**src/rtl/kgp_isa_pkg.sv**
```systemverilog
// rtl/kgp_isa_pkg.sv - KGP-RISC instruction fields, opcodes, fcode classes and decoded entry type
package kgp_isa_pkg;

    localparam int OPCODE_MSB = 31;
    localparam int OPCODE_LSB = 29;
    localparam int RS_MSB     = 28;
    localparam int RS_LSB     = 24;
    localparam int RT_MSB     = 23;
    localparam int RT_LSB     = 19;
    localparam int SHAMT_MSB  = 18;
    localparam int SHAMT_LSB  = 14;
    localparam int IMM_MSB    = 21;
    localparam int IMM_LSB    = 0;
    localparam int FCODE_MSB  = 3;
    localparam int FCODE_LSB  = 0;

    localparam logic [2:0] OP_ALU_R = 3'd0;
    localparam logic [2:0] OP_ALU_I = 3'd1;

    typedef enum logic [1:0] {
        BUF_EMPTY = 2'd0,
        BUF_ONE   = 2'd1,
        BUF_TWO   = 2'd2
    } buf_state_t;

    typedef struct packed {
        logic [2:0]  opcode;
        logic [4:0]  rs_idx;
        logic [4:0]  rt_idx;
        logic [4:0]  shamt;
        logic [21:0] imm;
        logic [3:0]  fcode;
        logic        rt_sel;
    } decoded_instr_t;

    // Register-register ALU functions; every other R-type fcode takes shamt.
    function automatic logic is_rt_fcode(input logic [3:0] fcode);
        case (fcode)
            4'd0, 4'd1, 4'd2, 4'd3, 4'd6, 4'd7, 4'd9: return 1'b1;
            default:                                  return 1'b0;
        endcase
    endfunction

    function automatic logic is_illegal_fcode(input logic [3:0] fcode);
        return (fcode >= 4'd12);
    endfunction

endpackage

```
**src/rtl/instr_decode_stage_if.sv**
```systemverilog
// rtl/instr_decode_stage_if.sv - fetch-side and execute-side handshake bundle of the decode stage
interface instr_decode_stage_if #(
    parameter int PC_W = 32
);
    logic            in_valid;
    logic            in_ready;
    logic [31:0]     in_instr;
    logic [PC_W-1:0] in_pc;

    logic            out_valid;
    logic            out_ready;
    logic [PC_W-1:0] out_pc;
    logic [2:0]      out_opcode;
    logic [4:0]      out_rs_idx;
    logic [4:0]      out_rt_idx;
    logic [4:0]      out_shamt;
    logic [21:0]     out_imm;
    logic [3:0]      out_fcode;
    logic            out_rt_sel;
    logic            out_illegal;

    modport master (
        output in_valid, in_instr, in_pc, out_ready,
        input  in_ready, out_valid, out_pc, out_opcode, out_rs_idx, out_rt_idx,
               out_shamt, out_imm, out_fcode, out_rt_sel, out_illegal
    );

    modport slave (
        input  in_valid, in_instr, in_pc, out_ready,
        output in_ready, out_valid, out_pc, out_opcode, out_rs_idx, out_rt_idx,
               out_shamt, out_imm, out_fcode, out_rt_sel, out_illegal
    );

endinterface

```
**src/rtl/decode_skid_buf.sv**
```systemverilog
// rtl/decode_skid_buf.sv - generic 2-entry skid buffer with registered in_ready and flush
module decode_skid_buf
    import kgp_isa_pkg::*;
#(
    parameter int W = 8
) (
    input  logic         clk,
    input  logic         rst_n,
    input  logic         flush,
    input  logic         in_valid,
    output logic         in_ready,
    input  logic [W-1:0] in_data,
    output logic         out_valid,
    input  logic         out_ready,
    output logic [W-1:0] out_data
);

    buf_state_t   state;
    buf_state_t   next_state;
    logic         in_ready_q;
    logic [W-1:0] slot0;
    logic [W-1:0] slot1;
    logic         accept;
    logic         take;
    logic         load0;
    logic         load1;
    logic         shift;

    assign in_ready  = in_ready_q;
    assign out_valid = (state != BUF_EMPTY);
    assign out_data  = slot0;
    assign accept    = in_valid & in_ready_q;
    assign take      = out_valid & out_ready;

    // Occupancy transitions; slot0 always holds the oldest entry.
    always_comb begin
        next_state = state;
        load0      = 1'b0;
        load1      = 1'b0;
        shift      = 1'b0;
        case (state)
            BUF_EMPTY: begin
                if (accept) begin
                    next_state = BUF_ONE;
                    load0      = 1'b1;
                end
            end
            BUF_ONE: begin
                if (accept && take) begin
                    load0 = 1'b1;
                end else if (accept) begin
                    next_state = BUF_TWO;
                    load1      = 1'b1;
                end else if (take) begin
                    next_state = BUF_EMPTY;
                end
            end
            BUF_TWO: begin
                if (take) begin
                    next_state = BUF_ONE;
                    shift      = 1'b1;
                end
            end
            default: next_state = BUF_EMPTY;
        endcase
        if (flush) begin
            next_state = BUF_EMPTY;
            load0      = 1'b0;
            load1      = 1'b0;
            shift      = 1'b0;
        end
    end

    // State and ready register; ready is derived from the next state so no out_ready path reaches fetch.
    always_ff @(posedge clk or negedge rst_n) begin
        if (!rst_n) begin
            state      <= BUF_EMPTY;
            in_ready_q <= 1'b0;
        end else begin
            state      <= next_state;
            in_ready_q <= (next_state != BUF_TWO);
        end
    end

    // Entry storage; contents persist until overwritten or shifted forward.
    always_ff @(posedge clk or negedge rst_n) begin
        if (!rst_n) begin
            slot0 <= '0;
            slot1 <= '0;
        end else begin
            if (load0) begin
                slot0 <= in_data;
            end else if (shift) begin
                slot0 <= slot1;
            end
            if (load1) begin
                slot1 <= in_data;
            end
        end
    end

endmodule

```
**src/rtl/instr_decode_stage.sv**
```systemverilog
// rtl/instr_decode_stage.sv - KGP-RISC field decode into a skid buffer; optional DECODE_ILLEGAL_TRAP_EN
module instr_decode_stage
    import kgp_isa_pkg::*;
#(
    parameter int PC_W = 32
) (
    input  logic                 clk,
    input  logic                 rst_n,
    input  logic                 flush,
    instr_decode_stage_if.slave  bus
);

    decoded_instr_t dec;
    decoded_instr_t q_dec;
    logic [PC_W-1:0] q_pc;

    // Field split and operand-source classification on the incoming word.
    always_comb begin
        dec        = '0;
        dec.opcode = bus.in_instr[OPCODE_MSB:OPCODE_LSB];
        dec.rs_idx = bus.in_instr[RS_MSB:RS_LSB];
        if (dec.opcode == OP_ALU_R) begin
            dec.rt_idx = bus.in_instr[RT_MSB:RT_LSB];
            dec.shamt  = bus.in_instr[SHAMT_MSB:SHAMT_LSB];
            dec.fcode  = bus.in_instr[FCODE_MSB:FCODE_LSB];
            dec.rt_sel = is_rt_fcode(bus.in_instr[FCODE_MSB:FCODE_LSB]);
        end
        if (dec.opcode == OP_ALU_I) begin
            dec.imm = bus.in_instr[IMM_MSB:IMM_LSB];
        end
    end

`ifdef DECODE_ILLEGAL_TRAP_EN
    localparam int PAY_W = PC_W + $bits(decoded_instr_t) + 1;

    logic             illegal_in;
    logic             q_illegal;
    logic             illegal_seen;
    logic [PAY_W-1:0] pay_in;
    logic [PAY_W-1:0] pay_out;

    assign illegal_in = (dec.opcode == OP_ALU_R) && is_illegal_fcode(dec.fcode);
    assign pay_in     = {bus.in_pc, dec, illegal_in};
    assign {q_pc, q_dec, q_illegal} = pay_out;
    assign bus.out_illegal = q_illegal;

    // Sticky record of any illegal encoding accepted since reset.
    always_ff @(posedge clk or negedge rst_n) begin
        if (!rst_n) begin
            illegal_seen <= 1'b0;
        end else if (bus.in_valid && bus.in_ready && illegal_in) begin
            illegal_seen <= 1'b1;
        end
    end
`else
    localparam int PAY_W = PC_W + $bits(decoded_instr_t);

    logic [PAY_W-1:0] pay_in;
    logic [PAY_W-1:0] pay_out;

    assign pay_in  = {bus.in_pc, dec};
    assign {q_pc, q_dec} = pay_out;
    assign bus.out_illegal = 1'b0;
`endif

    decode_skid_buf #(
        .W(PAY_W)
    ) u_buf (
        .clk       (clk),
        .rst_n     (rst_n),
        .flush     (flush),
        .in_valid  (bus.in_valid),
        .in_ready  (bus.in_ready),
        .in_data   (pay_in),
        .out_valid (bus.out_valid),
        .out_ready (bus.out_ready),
        .out_data  (pay_out)
    );

    assign bus.out_pc     = q_pc;
    assign bus.out_opcode = q_dec.opcode;
    assign bus.out_rs_idx = q_dec.rs_idx;
    assign bus.out_rt_idx = q_dec.rt_idx;
    assign bus.out_shamt  = q_dec.shamt;
    assign bus.out_imm    = q_dec.imm;
    assign bus.out_fcode  = q_dec.fcode;
    assign bus.out_rt_sel = q_dec.rt_sel;

endmodule

```
**src/flat_wrapper.sv**
```systemverilog
// flat-port wrapper written by rule: the top's interface ports become plain ports
module instr_decode_stage_flat import kgp_isa_pkg::*;
#(
    parameter int PC_W = 32
)
  (clk, rst_n, flush, bus_in_valid, bus_in_instr, bus_in_pc, bus_out_ready, bus_in_ready, bus_out_valid, bus_out_pc, bus_out_opcode, bus_out_rs_idx, bus_out_rt_idx, bus_out_shamt, bus_out_imm, bus_out_fcode, bus_out_rt_sel, bus_out_illegal);
  instr_decode_stage_if #(.PC_W(PC_W)) bus_i ();
  input  logic clk;
  input  logic rst_n;
  input  logic flush;
  input wire logic [$bits(bus_i.in_valid)-1:0] bus_in_valid;
  input wire logic [$bits(bus_i.in_instr)-1:0] bus_in_instr;
  input wire logic [$bits(bus_i.in_pc)-1:0] bus_in_pc;
  input wire logic [$bits(bus_i.out_ready)-1:0] bus_out_ready;
  output wire logic [$bits(bus_i.in_ready)-1:0] bus_in_ready;
  output wire logic [$bits(bus_i.out_valid)-1:0] bus_out_valid;
  output wire logic [$bits(bus_i.out_pc)-1:0] bus_out_pc;
  output wire logic [$bits(bus_i.out_opcode)-1:0] bus_out_opcode;
  output wire logic [$bits(bus_i.out_rs_idx)-1:0] bus_out_rs_idx;
  output wire logic [$bits(bus_i.out_rt_idx)-1:0] bus_out_rt_idx;
  output wire logic [$bits(bus_i.out_shamt)-1:0] bus_out_shamt;
  output wire logic [$bits(bus_i.out_imm)-1:0] bus_out_imm;
  output wire logic [$bits(bus_i.out_fcode)-1:0] bus_out_fcode;
  output wire logic [$bits(bus_i.out_rt_sel)-1:0] bus_out_rt_sel;
  output wire logic [$bits(bus_i.out_illegal)-1:0] bus_out_illegal;
  assign bus_i.in_valid = bus_in_valid;
  assign bus_i.in_instr = bus_in_instr;
  assign bus_i.in_pc = bus_in_pc;
  assign bus_i.out_ready = bus_out_ready;
  assign bus_in_ready = bus_i.in_ready;
  assign bus_out_valid = bus_i.out_valid;
  assign bus_out_pc = bus_i.out_pc;
  assign bus_out_opcode = bus_i.out_opcode;
  assign bus_out_rs_idx = bus_i.out_rs_idx;
  assign bus_out_rt_idx = bus_i.out_rt_idx;
  assign bus_out_shamt = bus_i.out_shamt;
  assign bus_out_imm = bus_i.out_imm;
  assign bus_out_fcode = bus_i.out_fcode;
  assign bus_out_rt_sel = bus_i.out_rt_sel;
  assign bus_out_illegal = bus_i.out_illegal;
  instr_decode_stage #(.PC_W(PC_W)) u_core (.clk(clk), .rst_n(rst_n), .flush(flush), .bus(bus_i));
endmodule
```
**config.mk**
```make
export PLATFORM = sky130hd
export DESIGN_NAME = instr_decode_stage_flat
export DESIGN_NICKNAME = d
export VERILOG_FILES = /design/src/rtl/kgp_isa_pkg.sv /design/src/rtl/instr_decode_stage_if.sv /design/src/rtl/decode_skid_buf.sv /design/src/rtl/instr_decode_stage.sv /design/src/flat_wrapper.sv
export SDC_FILE = /design/constraint.sdc
export NUM_CORES = 1
export LEC_CHECK = 0
export ABC_AREA = 1
export ABC_CLOCK_PERIOD_IN_PS = 1400
export CORE_ASPECT_RATIO = 1.1
export CORE_MARGIN = 10
export CORE_UTILIZATION = 53
export CTS_BUF_LIST = sky130_fd_sc_hd__clkbuf_8
export DETAILED_ROUTE_END_ITERATION = 10
export PLACE_DENSITY = 0.8
export SLEW_MARGIN = 30
export SYNTH_ARGS = -nofsm -noshare
export SYNTH_HDL_FRONTEND = slang
export SYNTH_SLANG_ARGS = --single-unit
```
**constraint.sdc**
```tcl
create_clock -name clk -period 1.4 [get_ports clk]
set_input_delay 0.14 -clock clk [delete_from_list [all_inputs] [get_ports clk]]
set_output_delay 0.14 -clock clk [all_outputs]
set_load 0.1 [all_outputs]
```
# Word-level counts from Yosys, hierarchy flattened
# Cells that the tools add are included.
# op_classes
eq_ne,10
n_mux,23
bitwise,2
n_reduce_logical,7
# op_table
operator,count
$mux W77,2
$mux W22,1
$mux W2,6
$mux W1,10
$mux W10,1
$eq A4 B2 Y1 const B,2
$eq A4 B3 Y1 const B,2
$reduce_or A7 Y1,1
$pmux W2 S3,1
$mux W5,1
$eq A4 B1 Y1 const B,1
$eq A4 B4 Y1 const B,1
$logic_not A4 Y1,1
$reduce_bool A2 Y1,2
$eq A3 B1 Y1 const B,1
$logic_not A3 Y1,1
$and A1 B1 Y1,2
$eq A2 B1 Y1 const B,1
$eq A2 B2 Y1 const B,1
$logic_not A2 Y1,1
$ne A2 B2 Y1 const B,1
$pmux W1 S2,1
$logic_and A1 B1 Y1,1
# totals
regBits,157
in_bits,69
output_inout_bits,80
elab_cells,46

# Longest topological paths before layout
# Gate-level depths: netlist (run 1).
# logic_depth
ltp_word,8
depth_mapped,9

# Modules after synthesis
# Synthesis (run 1) repeated with hierarchy kept, for this count alone.
# unflattened
hier_cells,1005
area_unflattened_um2,7733.7
# by_module_without_submodules
module,instances,cells_each,area_each_um2,seq_area_each_um2
decode_skid_buf,1,932,7379.6,3928.8
instr_decode_stage,1,73,354.1,0.0

# Least setup slack after synthesis (run 1)
# OpenSTA, ideal clock, no wires.
# synth_timing
path_kind,register -> register
startpoint,"register u_core.u_buf.in_ready_q, in the netlist u_core.u_buf.in_ready"
endpoint,register u_core.u_buf.slot1[17]
setup_ns,0.132
t_arrival_ns,1.914
required_ns,1.268
path_slack_ns,-0.646
path_stages_with_launch,8
path_buffers,2
period_less_slack_ns,2.046
path_cell_list,dfrtp_1 nand2_1 nor2_2 nand3_2 buf_6 buf_2 nand2_1 o21ai_1
# synth_via
elab_chain_len,5
# synth_rtl
item,line_no,source
from (decl),decode_skid_buf.sv:20,logic in_ready_q;
from (signal assigned),decode_skid_buf.sv:81,in_ready_q <= (next_state != BUF_TWO);
$and A1 B1 Y1 *,decode_skid_buf.sv:32,assign accept = in_valid & in_ready_q;
$mux W1 / $logic_and A1 B1 Y1 (equally long branches),"decode_skid_buf.sv:51, decode_skid_buf.sv:49",
$mux W1 *,decode_skid_buf.sv:49,if (accept && take) begin
$mux W1 *,decode_skid_buf.sv:41,case (state)
$mux W1 *,decode_skid_buf.sv:66,if (flush) begin
to (signal assigned),decode_skid_buf.sv:97,slot1 <= in_data;
to (decl),decode_skid_buf.sv:22,logic [W-1:0] slot1;
# Mark *: on every way between the ends. The rest lies on a longest branch, timed or not.
# A chain may end at the register's enable or synchronous reset.

# Final worst setup path (run 1)
# layout_timing
startpoint,"register u_core.u_buf.in_ready_q, in the netlist u_core.u_buf.in_ready"
endpoint,"register u_core.u_buf.slot0[34], in the netlist u_core.u_buf.out_data[34]"
# layout_via
elab_chain_len,6
# layout_rtl
item,line_no,source
$and A1 B1 Y1 *,decode_skid_buf.sv:32,
$logic_and A1 B1 Y1,decode_skid_buf.sv:49,
$mux W1,decode_skid_buf.sv:49,
$pmux W1 S2 *,decode_skid_buf.sv:41,
$mux W1 *,decode_skid_buf.sv:66,
$mux W77 / $reduce_bool A2 Y1 (equally long branches),n/a,
to (signal assigned),decode_skid_buf.sv:92,slot0 <= in_data;
to (signal assigned),decode_skid_buf.sv:94,slot0 <= slot1;
to (decl),decode_skid_buf.sv:21,logic [W-1:0] slot0;
# Marked as above.

==> summary.md, run 1 <==
| Metric | Value |
|---|---|
| CTS tree | yes |
| DRT Pass-1 Iters | 7 |
| Port bufs | 147 |
| DRT iter0 DRCs | 685 |
| Synth Area in Compound Gates | 0.0595 |
| Arrival time worst endpoint | 1.86 ns |
| Max cap viols | 0 |
| Count of cell types in the netlist | 24 |
| Fmax | 0.649 GHz |
| Post-Layout Cell Count | 1132 |
| Largest net degree at the start of global routing | 45 |
| Nets | 1031 |
| Cells after Synth | 786 |
| Root Buffer | clkbuf_8 |
| Worst vdd ir | 0.961 mV |
| Synth Area in XOR/XNOR | 0 |
| Vias in the first global route | 6160 |
| Synthesized area | 6830 um^2 |
| Die footprint | 17800 um^2 |
| Ys async rst share | 1.00 |
| Cts bufs inserted | 17 |
| Fraction of final layout cells with drive strength greater than 1 | 0.262 |
| Final ANT Viol Nets | 0 |
| Status | finished, violations left |
| Pwr/cell area | 1350 nW/um^2 |
| RSZ-0062 raised after global routing | true |
| Dpl ws | -0.252 ns |
| Tot GR Track Use | 0.216 |
| Area added between synthesis and finish | 55.9% |
| Placed insts | 1071 |
| Via Count | 6529 |
| Die Ht | 139 um |
| DRT Wirelength | 22500 um |
| Routability cong. | 0.811 |
| Dpl hpwl | 12600 um |
| Crit Path Category | flip-flop to flip-flop |
| Max clock buf depth | 2 |
| Syn nets | 855 |
| Worst Path Max Fanout | 43 |
| H-Tree Depth | 4 |
| Register area share after synthesis | 0.575 |
| Synth Flop Type | dfrtp_1 |
| Fin crit period | 1.54 ns |
| Syn_area_per_cell | 8.69 um^2 |
| Initial core utilization | 0.540 |
| Final setup vio count | 98 |
| # rows | 43 |
| Largest family of logic cells by synthesized area | simple AND/OR/NAND/NOR gates |
| Die extent in x | 128 um |
| Initial antenna violation count | 1 |
| Core box area | 12600 um^2 |
| Reg2reg setup slack | -0.14 ns |
| Worst setup SP type | flip-flop |
| DR vias/cell | 5.77 |
| WL/cell | 19.8 um |
| Final Cycle Share | 1.10 |
| Grt ovf | 0 |
| DRC Markers | 0 |
| IO Pins | 149 |
| CTS sink count | 157 |
| First-pass GRT wire length | 31500 um |
| Worst setup margin | -0.141 ns |
| Synth Area in Simple Gates | 0.290 |
| Clk_skew | 0.0127 ns |
| Clock slew seen by the registers of the worst setup and hold paths | 0.08 ns |
| LEAKAGE | 4.98 nW |
| Adder-Cell Fraction of Synth Area | 0 |
| Post-synth EDFFs | 0 |
| Hold/Removal Path Class | input pin to asynchronous set/reset pin |
| YS warnings | 0 |
| Skew-Pair Late Insertion Delay | 0.46 ns |
| Final hold viol count | 0 |
| Mux cell area share after synthesis | 0 |
| Critical Path Sink Type | flip-flop |
| Failing checks | setup timing |
| Required @ worst endpoint | 1.72 ns |
| Final slew viol count | 0 |
| Post-synthesis register bit count | 157 |
[critical path, stage by stage (launching register included)]
cell,delay (ns)
dfrtp_4,0.46
nand2_4,0.08
nor2_4,0.15
buf_4,0.15
nand3_4,0.09
buf_12,0.19
nand3_1,0.14
nand3_1,0.11
[cells by family after synthesis]
logic type,Yosys count
AND/OR/NAND/NOR,445
flip-flops,157
buffers and inverters,103
AO/OA/AOI/OAI,80
other,1
[metal layers]
layer	up-vias	routed length [um]	global-route usage
met1	3181	8410	0.262
met3	55	2210	0.0830
met4	0	635	0.0848
met5	-	0	0
met2	359	11200	0.337
li1	2934	-	-
[cell usage after synthesis, types with 2 or more instances]
library cell | n | area share
buf_2 | 22 | 0.016
nor2_2 | 2 | 0.0018
buf_1 | 3 | 0.0016
nor2_1 | 5 | 0.0027
nand3_2 | 2 | 0.0029
buf_4 | 7 | 0.0077
nand2_2 | 2 | 0.0018
inv_2 | 6 | 0.0033
buf_6 | 9 | 0.015
nand2_1 | 236 | 0.13
o21ai_1 | 68 | 0.050
o21ai_0 | 9 | 0.0066
nand3_1 | 194 | 0.14
inv_1 | 42 | 0.023
clkbuf_1 | 13 | 0.0071
nor3_4 | 2 | 0.0048
dfrtp_1 | 157 | 0.58
[power breakdown]
part / leakage [nW] / internal (W) / total [W] / switching, W
combinational: 2.71 / 0.00191 / 0.00506 / 0.00315
clock: 0.218 / 0.00181 / 0.00345 / 0.00164
sequential: 2.06 / 0.00519 / 0.00582 / 0.000633
[state kept, by name (all words and copies together) (netlist names)]
signal and flops:
u_core.u_buf.out_data 77, u_core.u_buf.slot1 77, u_core.u_buf.state 2, u_core.u_buf.in_ready 1
[what timing repair did]
item	4_1_cts	5_1_grt
gates resized for setup	11	91
gates cloned	1	16
endpoints found under the setup margin	17	157
hold buffers	1	0
endpoints found under the hold margin	120	0
pin swaps	1	4
buffers inserted	3	10
[final timing paths]
check	startpoint	to	depth (start not counted)
setup / recovery	u_core.u_buf.in_ready	u_core.u_buf.out_data[34]	7
hold / removal	rst_n	u_core.u_buf.out_data[28]	2
setup reg to reg	u_core.u_buf.in_ready	u_core.u_buf.out_data[34]	7
hold reg to reg	u_core.u_buf.slot1[15]	u_core.u_buf.out_data[15]	2
max in group asynchronous	rst_n	u_core.u_buf.slot1[54]	3
min in group clk	bus_in_pc[2]	u_core.u_buf.slot1[47]	3
[through the flow]
stage / area, um^2 / setup TNS, ns / util / power [W] / hold slack (ns)
after global routing: 10600 / -6.68 / 0.842 / 0.0148 / 0.193
after detailed placement: 9480 / -30.60 / 0.749 / 0.0105 / 0.0876
after global placement: 9480 / -25.76 / 0.749 / 0.0104 / 0.0822
after floorplan: 6940 / -10.96 / - / 0.00843 / -0.156
final: 10600 / -2.58 / 0.842 / 0.0143 / 0.165
after CTS: 9950 / -0.0306 / 0.787 / 0.0139 / 0.164
[cells in the final DEF (no fill, tap or decap), types with 2 or more instances in the layout]
| cell type | netlist | routed |
|---|---|---|
| buf_12 | 0 | 96 |
| buf_16 | 0 | 2 |
| buf_4 | 7 | 21 |
| buf_6 | 9 | 14 |
| bufinv_16 | 0 | 3 |
| clkbuf_16 | 0 | 10 |
| clkbuf_8 | 0 | 19 |
| clkdlybuf4s50_1 | 0 | 67 |
| clkinv_2 | 0 | 3 |
| dfrtp_1 | 157 | 156 |
| inv_1 | 42 | 45 |
| inv_2 | 6 | 7 |
| nand2_1 | 236 | 203 |
| nand2_2 | 2 | 20 |
| nand2_4 | 0 | 15 |
| nand3_1 | 194 | 193 |
| nand3_4 | 1 | 3 |
| nor2_1 | 5 | 4 |
| nor2_4 | 1 | 3 |
| nor3_4 | 2 | 2 |
| o21ai_0 | 9 | 5 |
| o21ai_1 | 68 | 41 |
| o21ai_2 | 0 | 31 |
[area by class of cell]
class                   count  area (um^2)
clock buffers              19          262
multi-input cells         526         2700
clock inverters            12          131
fillers                   641         2000
well taps                 157          196
diodes                      1         2.50
inverters                  48          185
repair buffers            212         3240
flip-flops and latches    157         3930
Note: power is estimated with default switching activity, not from simulation.
==> run 2: changes to the inputs <==
--- a/config.mk
+++ b/config.mk
@@ -7,5 +7,4 @@
 export LEC_CHECK = 0
 export ABC_AREA = 1
-export ABC_CLOCK_PERIOD_IN_PS = 1400
 export CORE_ASPECT_RATIO = 1.1
 export CORE_MARGIN = 10
==> constraint.sdc (replaced) <==
create_clock -name clk -period 1.4 [get_ports clk]
set_input_delay 0.14 -clock clk [delete_from_list [all_inputs] [get_ports clk]]
set_output_delay 0.14 -clock clk [all_outputs]
set_load 0.01 [all_outputs]
==> run 2 against run 1 <==
Die area did not move. Worst setup slack improved by 0.14 ns. Global-route usage fell by 1.5 points. Design area fell by 10%. Register-to-register slack improved by 0.14 ns. Sequential share of layout area rose by 4.2 points. Hold slack got worse by 0.070 ns. The flow still finishes with violations (setup timing). Clock skew rose by 0.00063 ns. Power fell by 21%. Clock-buffer cell count fell by 2. First-iteration DRC count fell by 9.9%. Sequential cell count did not move. Highest routed layer is now met5.
==> summary.md, run 2 (synthesis gave the netlist of run 1 again) <==
| Metric | Value |
|---|---|
| Initial antenna violation count | 1 |
| Post-DP Area | 8580 um^2 |
| Routability cong. | 0.808 |
| Fin crit period | 1.40 ns |
| Pwr/cell area | 1190 nW/um^2 |
| Fraction of final layout cells with drive strength greater than 1 | 0.151 |
| Crit Path Category | flip-flop to flip-flop |
| Final instance area | 9550 um^2 |
| Largest net degree at the start of global routing | 82 |
| First-pass GRT wire length | 29300 um |
| Tot GR Track Use | 0.201 |
| RSZ-0062 raised after global routing | true |
| Reg2reg setup slack | -0.0006 ns |
| Status | finished, violations left |
| Worst vdd ir | 0.890 mV |
| IO Pins | 149 |
| Max clock buf depth | 2 |
| Ant diodes | 0 |
| # rows | 43 |
| Die Ht | 139 um |
| H-Tree Depth | 4 |
| CTS sink count | 157 |
| Critical Path Sink Type | flip-flop |
| Fmax | 0.714 GHz |
| Placed insts | 1064 |
| Critical Path Max Stage Delay | 0.41 ns |
| Nets | 1018 |
| DRT Pass-1 Iters | 8 |
| DR vias/cell | 5.58 |
| Area added between synthesis and finish | 39.8% |
| Final hold viol count | 0 |
| Clk_skew | 0.0133 ns |
| Die extent in x | 128 um |
| Vias in the first global route | 5710 |
| Cell Chain, Critical Path | buf_6, nand2_4, nand2_4, nor2_4, buf_8, buf_8, nand3_1, nand3_1 |
| Dpl hpwl | 11500 um |
| Most frequent cells in the layout | nand2_1 (214), nand3_1 (177), dfrtp_1 (157) |
| DRT Wirelength | 20700 um |
| Worst setup margin | -0.000592 ns |
| Most common cell after layout, fill and taps aside | nand2_1 |
| Core box area | 12600 um^2 |
| Final setup vio count | 1 |
| Slowest CP cell | dfrtp_1 |
| Final slew viol count | 0 |
| WL/cell | 18.5 um |
| CTS tree | yes |
| Root Buffer | clkbuf_8 |
| Worst Path Max Fanout | 8 |
| Post-Layout Cell Count | 1118 |
| LEAKAGE | 4.77 nW |
| Arrival time worst endpoint | 1.81 ns |
| Pwr Total | 0.0114 W |
| Port bufs | 147 |
| Worst setup SP type | flip-flop |
| Grt ovf | 0 |
| DRC Markers | 0 |
| Via Count | 6240 |
| Cts bufs inserted | 17 |
| End of the worst register-to-register path | u_core.u_buf.out_data[22] |
| Final ANT Viol Nets | 0 |
| DRT iter0 DRCs | 617 |
| Required @ worst endpoint | 1.81 ns |
| Final Cycle Share | 1.00 |
| Die footprint | 17800 um^2 |
| Clock slew seen by the registers of the worst setup and hold paths | 0.08 ns |
| Skew-Pair Late Insertion Delay | 0.47 ns |
| Failing checks | setup timing |
| Hold/Removal Path Class | input pin to asynchronous set/reset pin |
| Utilization after layout | 0.755 |
| Max cap viols | 0 |
| R2R Path Start | u_core.u_buf.state[0] |
| Initial core utilization | 0.540 |
| R2R cell count | 8 |
-- run 2: cell types whose count changed in the layout (fill, tap and decap cells not counted), sizes merged --
cell / change
bufinv: +2
inv: -4
dlygate4sd2: +78
buf: -93
clkinvlp: -1
diode: -1
clkinv: +5
-- run 2: area by class of cell --
| cell class | instances | area [um^2] |
|---|---|---|
| tap | 157 | 196 |
| fill | 909 | 3100 |
| sequential | 157 | 3930 |
| timing repair buffer | 199 | 2220 |
| multi-input combinational | 526 | 2580 |
| clock buffer | 17 | 234 |
| inverter | 48 | 188 |
| clock inverter | 14 | 201 |
-- run 2: through the flow --
step	worst slack [ns]	TNS [ns]	hold slack, ns
after floorplan	0.0432	0	-0.156
final	-0.000592	-0.000592	0.0951
after detailed placement	-0.209	-25.42	0.00925
after global placement	-0.159	-22.26	0.0120
after global routing	-0.0429	-1.20	0.117
after CTS	0.0139	0	0.0860
-- run 2: worst max-delay path: cells and delay by family (launching register included) --
kind,cells,cell delay (ns)
and+or+nand+nor,5,0.47
buffers and inverters,3,0.46
DFF,1,0.41
-- run 2: report_power, final --
part	switching, W	internal, W
Combinational	0.00107	0.000998
Clock	0.00165	0.00209
Sequential	0.000377	0.00518
-- run 2: what timing repair did --
action | in CTS | in global routing
resized for setup | 82 | 66
hold endpoints to repair | 157 | 0
hold buffers | 1 | 0
buffers inserted | 2 | 3
cloned | 0 | 17
pin swaps | 0 | 21
setup endpoints to repair | 82 | 108
-- run 2: metal layers --
layer	wire [um]	share of wire	global-route usage
met5	13	0.00063	0
met3	1900	0.092	0.0685
met1	8150	0.39	0.252
met2	10200	0.49	0.316
met4	512	0.025	0.0652
-- run 2: worst max path at each step --
| stage | from | end | slack (ns) | cells after the start |
|---|---|---|---|---|
| final | u_core.u_buf.state[0] | u_core.u_buf.out_data[22] | -0.0006 | 8 |
| after global routing | u_core.u_buf.state[0] | u_core.u_buf.out_data[71] | -0.04 | 8 |
| after CTS | u_core.u_buf.state[0] | bus_out_valid | 0.01 | 3 |
| after detailed placement | bus_in_valid | u_core.u_buf.out_data[10] | -0.21 | 7 |
| after global placement | bus_out_ready | u_core.u_buf.out_data[22] | -0.16 | 8 |
| after floorplan | u_core.u_buf.in_ready | u_core.u_buf.slot1[17] | 0.04 | 7 |
==> run 3: changes to the inputs <==
- CORE_UTILIZATION: 53 -> 50
- PLACE_DENSITY: 0.8 -> 0.74
- SYNTH_HIERARCHICAL: default -> 1
==> run 3 against run 2 <==
The run still ends with setup timing left. Sequential power grew 4.1%. First-iteration DRC count shrank 6.6%. Fmax shrank 6.1%. Cell count grew 23%. Power grew 8.8%. Worst setup slack lost 0.092 ns. Global-route usage shrank 1.2 points. Synthesized area grew 13%. Sequential cell count is the same. Largest cell class unchanged. Highest routed layer is now met4.
==> summary.md, run 3 <==
| Metric | Value |
|---|---|
| # rows | 47 |
| Placed insts | 1319 |
| Final setup vio count | 78 |
| Register area share after synthesis | 0.508 |
| Critical Path Sink Type | flip-flop |
| LEAKAGE | 5.22 nW |
| Die footprint | 20800 um^2 |
| Hold/Removal Path Class | input pin to asynchronous set/reset pin |
| Syn_area_per_cell | 7.70 um^2 |
| Initial core utilization | 0.512 |
| Area share of the largest cell type after synthesis | 0.508 |
| Die extent in x | 139 um |
| Worst setup margin | -0.0923 ns |
| Post-synth EDFFs | 0 |
| Fraction of final layout cells with drive strength greater than 1 | 0.148 |
| Max cap viols | 0 |
| H-Tree Depth | 4 |
| DRT Pass-1 Iters | 7 |
| Max clock buf depth | 2 |
| WL/cell | 16.0 um |
| Port bufs | 147 |
| Count leader, synth | nand2_1 |
| Final slew viol count | 0 |
| Cells after Synth | 1005 |
| Post-route setup TNS | -1.95 ns |
| Worst Path Max Fanout | 8 |
| DR vias/cell | 5.09 |
| Area added between synthesis and finish | 38.5% |
| Post-Layout Cell Count | 1375 |
| Core box area | 15100 um^2 |
| Synthesized area | 7730 um^2 |
| CTS tree | yes |
| Dpl ws | -0.275 ns |
| Grt ovf | 0 |
| Ys async rst share | 1.00 |
| Final ANT Viol Nets | 0 |
| Largest net degree at the start of global routing | 61 |
| Crit Path Category | flip-flop to flip-flop |
| Status | finished, violations left |
| Fmax | 0.670 GHz |
| Synth Flop Type | dfrtp_1 |
| Arrival time worst endpoint | 1.84 ns |
| IO Pins | 149 |
| CTS sink count | 157 |
| Syn nets | 1074 |
| Final Cycle Share | 1.07 |
| Tot GR Track Use | 0.188 |
| Fin crit period | 1.49 ns |
| Vias in the first global route | 6521 |
| Routability cong. | 0.774 |
| Ranking of synthesized cells by area | dfrtp_1 (51%), nand2_1 (11%), nand3_1 (10%), inv_1 (8.8%), o21ai_0 (5.1%) |
| Via Count | 7004 |
| Post-DP Area | 9620 um^2 |
| Post-synthesis register bit count | 157 |
| DRC Markers | 0 |
| Worst vdd ir | 0.661 mV |
| Ant diodes | 0 |
| Pwr Total | 0.0124 W |
| Failing checks | setup timing |
| Initial antenna violation count | 0 |
| Clock slew seen by the registers of the worst setup and hold paths | 0.08 ns |
| Most common cell after layout, fill and taps aside | nand2_1 |
| Final instance area | 10700 um^2 |
| DRT iter0 DRCs | 576 |
| Most frequent cells in the layout | nand2_1 (225), inv_1 (185), dfrtp_1 (156) |
| First-pass GRT wire length | 32800 um |
| Final hold viol count | 0 |
| Worst setup SP type | flip-flop |
| YS warnings | 6 |
| Dpl hpwl | 13000 um |
| Required @ worst endpoint | 1.75 ns |
| Commonest cells post-synth | nand2_1 (232), inv_1 (182), nand3_1 (158), dfrtp_1 (157), o21ai_0 (79) |
| Die Ht | 150 um |
| Nets | 1235 |
| RSZ-0062 raised after global routing | true |
| Count of cell types in the netlist | 24 |
| Largest area contributor in the netlist | dfrtp_1 |
| Root Buffer | clkbuf_8 |
| Skew-Pair Late Insertion Delay | 0.46 ns |
| Pwr/cell area | 1160 nW/um^2 |
| Clk_skew | 0.0101 ns |
| Cts bufs inserted | 17 |
| DRT Wirelength | 21900 um |
==> run 3: metrics by stage <==
| step | utilization | hold WS [ns] |
|---|---|---|
| 3_5_place_dp | 0.636 | 0.0734 |
| 5_1_grt | 0.709 | 0.182 |
| 4_1_cts | 0.664 | 0.151 |
| 3_3_place_gp | 0.636 | 0.0769 |
| 6_report | 0.709 | 0.162 |
| 2_1_floorplan | - | -0.156 |
==> run 3: path summary, 6_finish.rpt <==
path / from / slack, ns / cells past startpoint / endpoint
setup reg to reg: u_core/u_buf/state[0] / -0.09 / 8 / u_core/u_buf/out_data[54]
hold reg to reg: u_core/u_buf/slot1[57] / 0.49 / 2 / u_core/u_buf/slot1[57]
setup / recovery: u_core/u_buf/state[0] / -0.09 / 8 / u_core/u_buf/out_data[54]
max in group asynchronous: rst_n / 0.65 / 3 / u_core/u_buf/slot1[59]
min in group clk: bus_in_pc[21] / 0.25 / 3 / u_core/u_buf/slot1[66]
hold / removal: rst_n / 0.16 / 2 / u_core/u_buf/out_data[49]
==> run 3: kinds of logic after synthesis <==
group                  count (synthesis)  share of synthesized area
AO/OA/AOI/OAI                        158                      0.102
other                                  1                   0.000485
AND/OR/NAND/NOR                      437                      0.252
buffers and inverters                252                      0.137
flip-flops                           157                      0.508
==> run 3: area by class of cell <==
type,instances,area (um^2)
clock inverter,13,150
inverter,183,687
tap,196,245
multi-input combinational,597,3050
clock buffer,19,262
fill,1202,4400
timing repair buffer,210,2390
sequential,157,3930
==> run 3: worst max-delay path, cell delays in order, from the launching register on <==
cell and delay [ns]:
dfrtp_1 0.39, inv_2 0.09, nor2_4 0.07, nor2_8 0.25
buf_12 0.20, clkbuf_16 0.17, nand3_1 0.09, nand2_1 0.08
nand2_1 0.04
==> run 3: per-layer routing <==
metal / global-route usage / share of wire / vias to the layer above
met2: 0.296 / 0.48 / 239
met5: 0 / 0 / -
met3: 0.0517 / 0.065 / 40
li1: - / - / 3458
met4: 0.0596 / 0.020 / 0
met1: 0.248 / 0.44 / 3267
==> run 3: repair_timing <==
item,4_1_cts,5_1_grt
buffers inserted,4,2
endpoints found under the setup margin,86,156
pin swaps,2,30
hold endpoints to repair,157,0
resized for setup,93,107
hold buffers,1,0
cloned,1,16
==> run 3: where the power goes <==
group	switching, W	internal, W	leakage (nW)
clock network	0.00168	0.00183	0.208
logic	0.00161	0.00146	3.06
registers	0.000453	0.00533	1.95
total	0.00375	0.00863	5.22
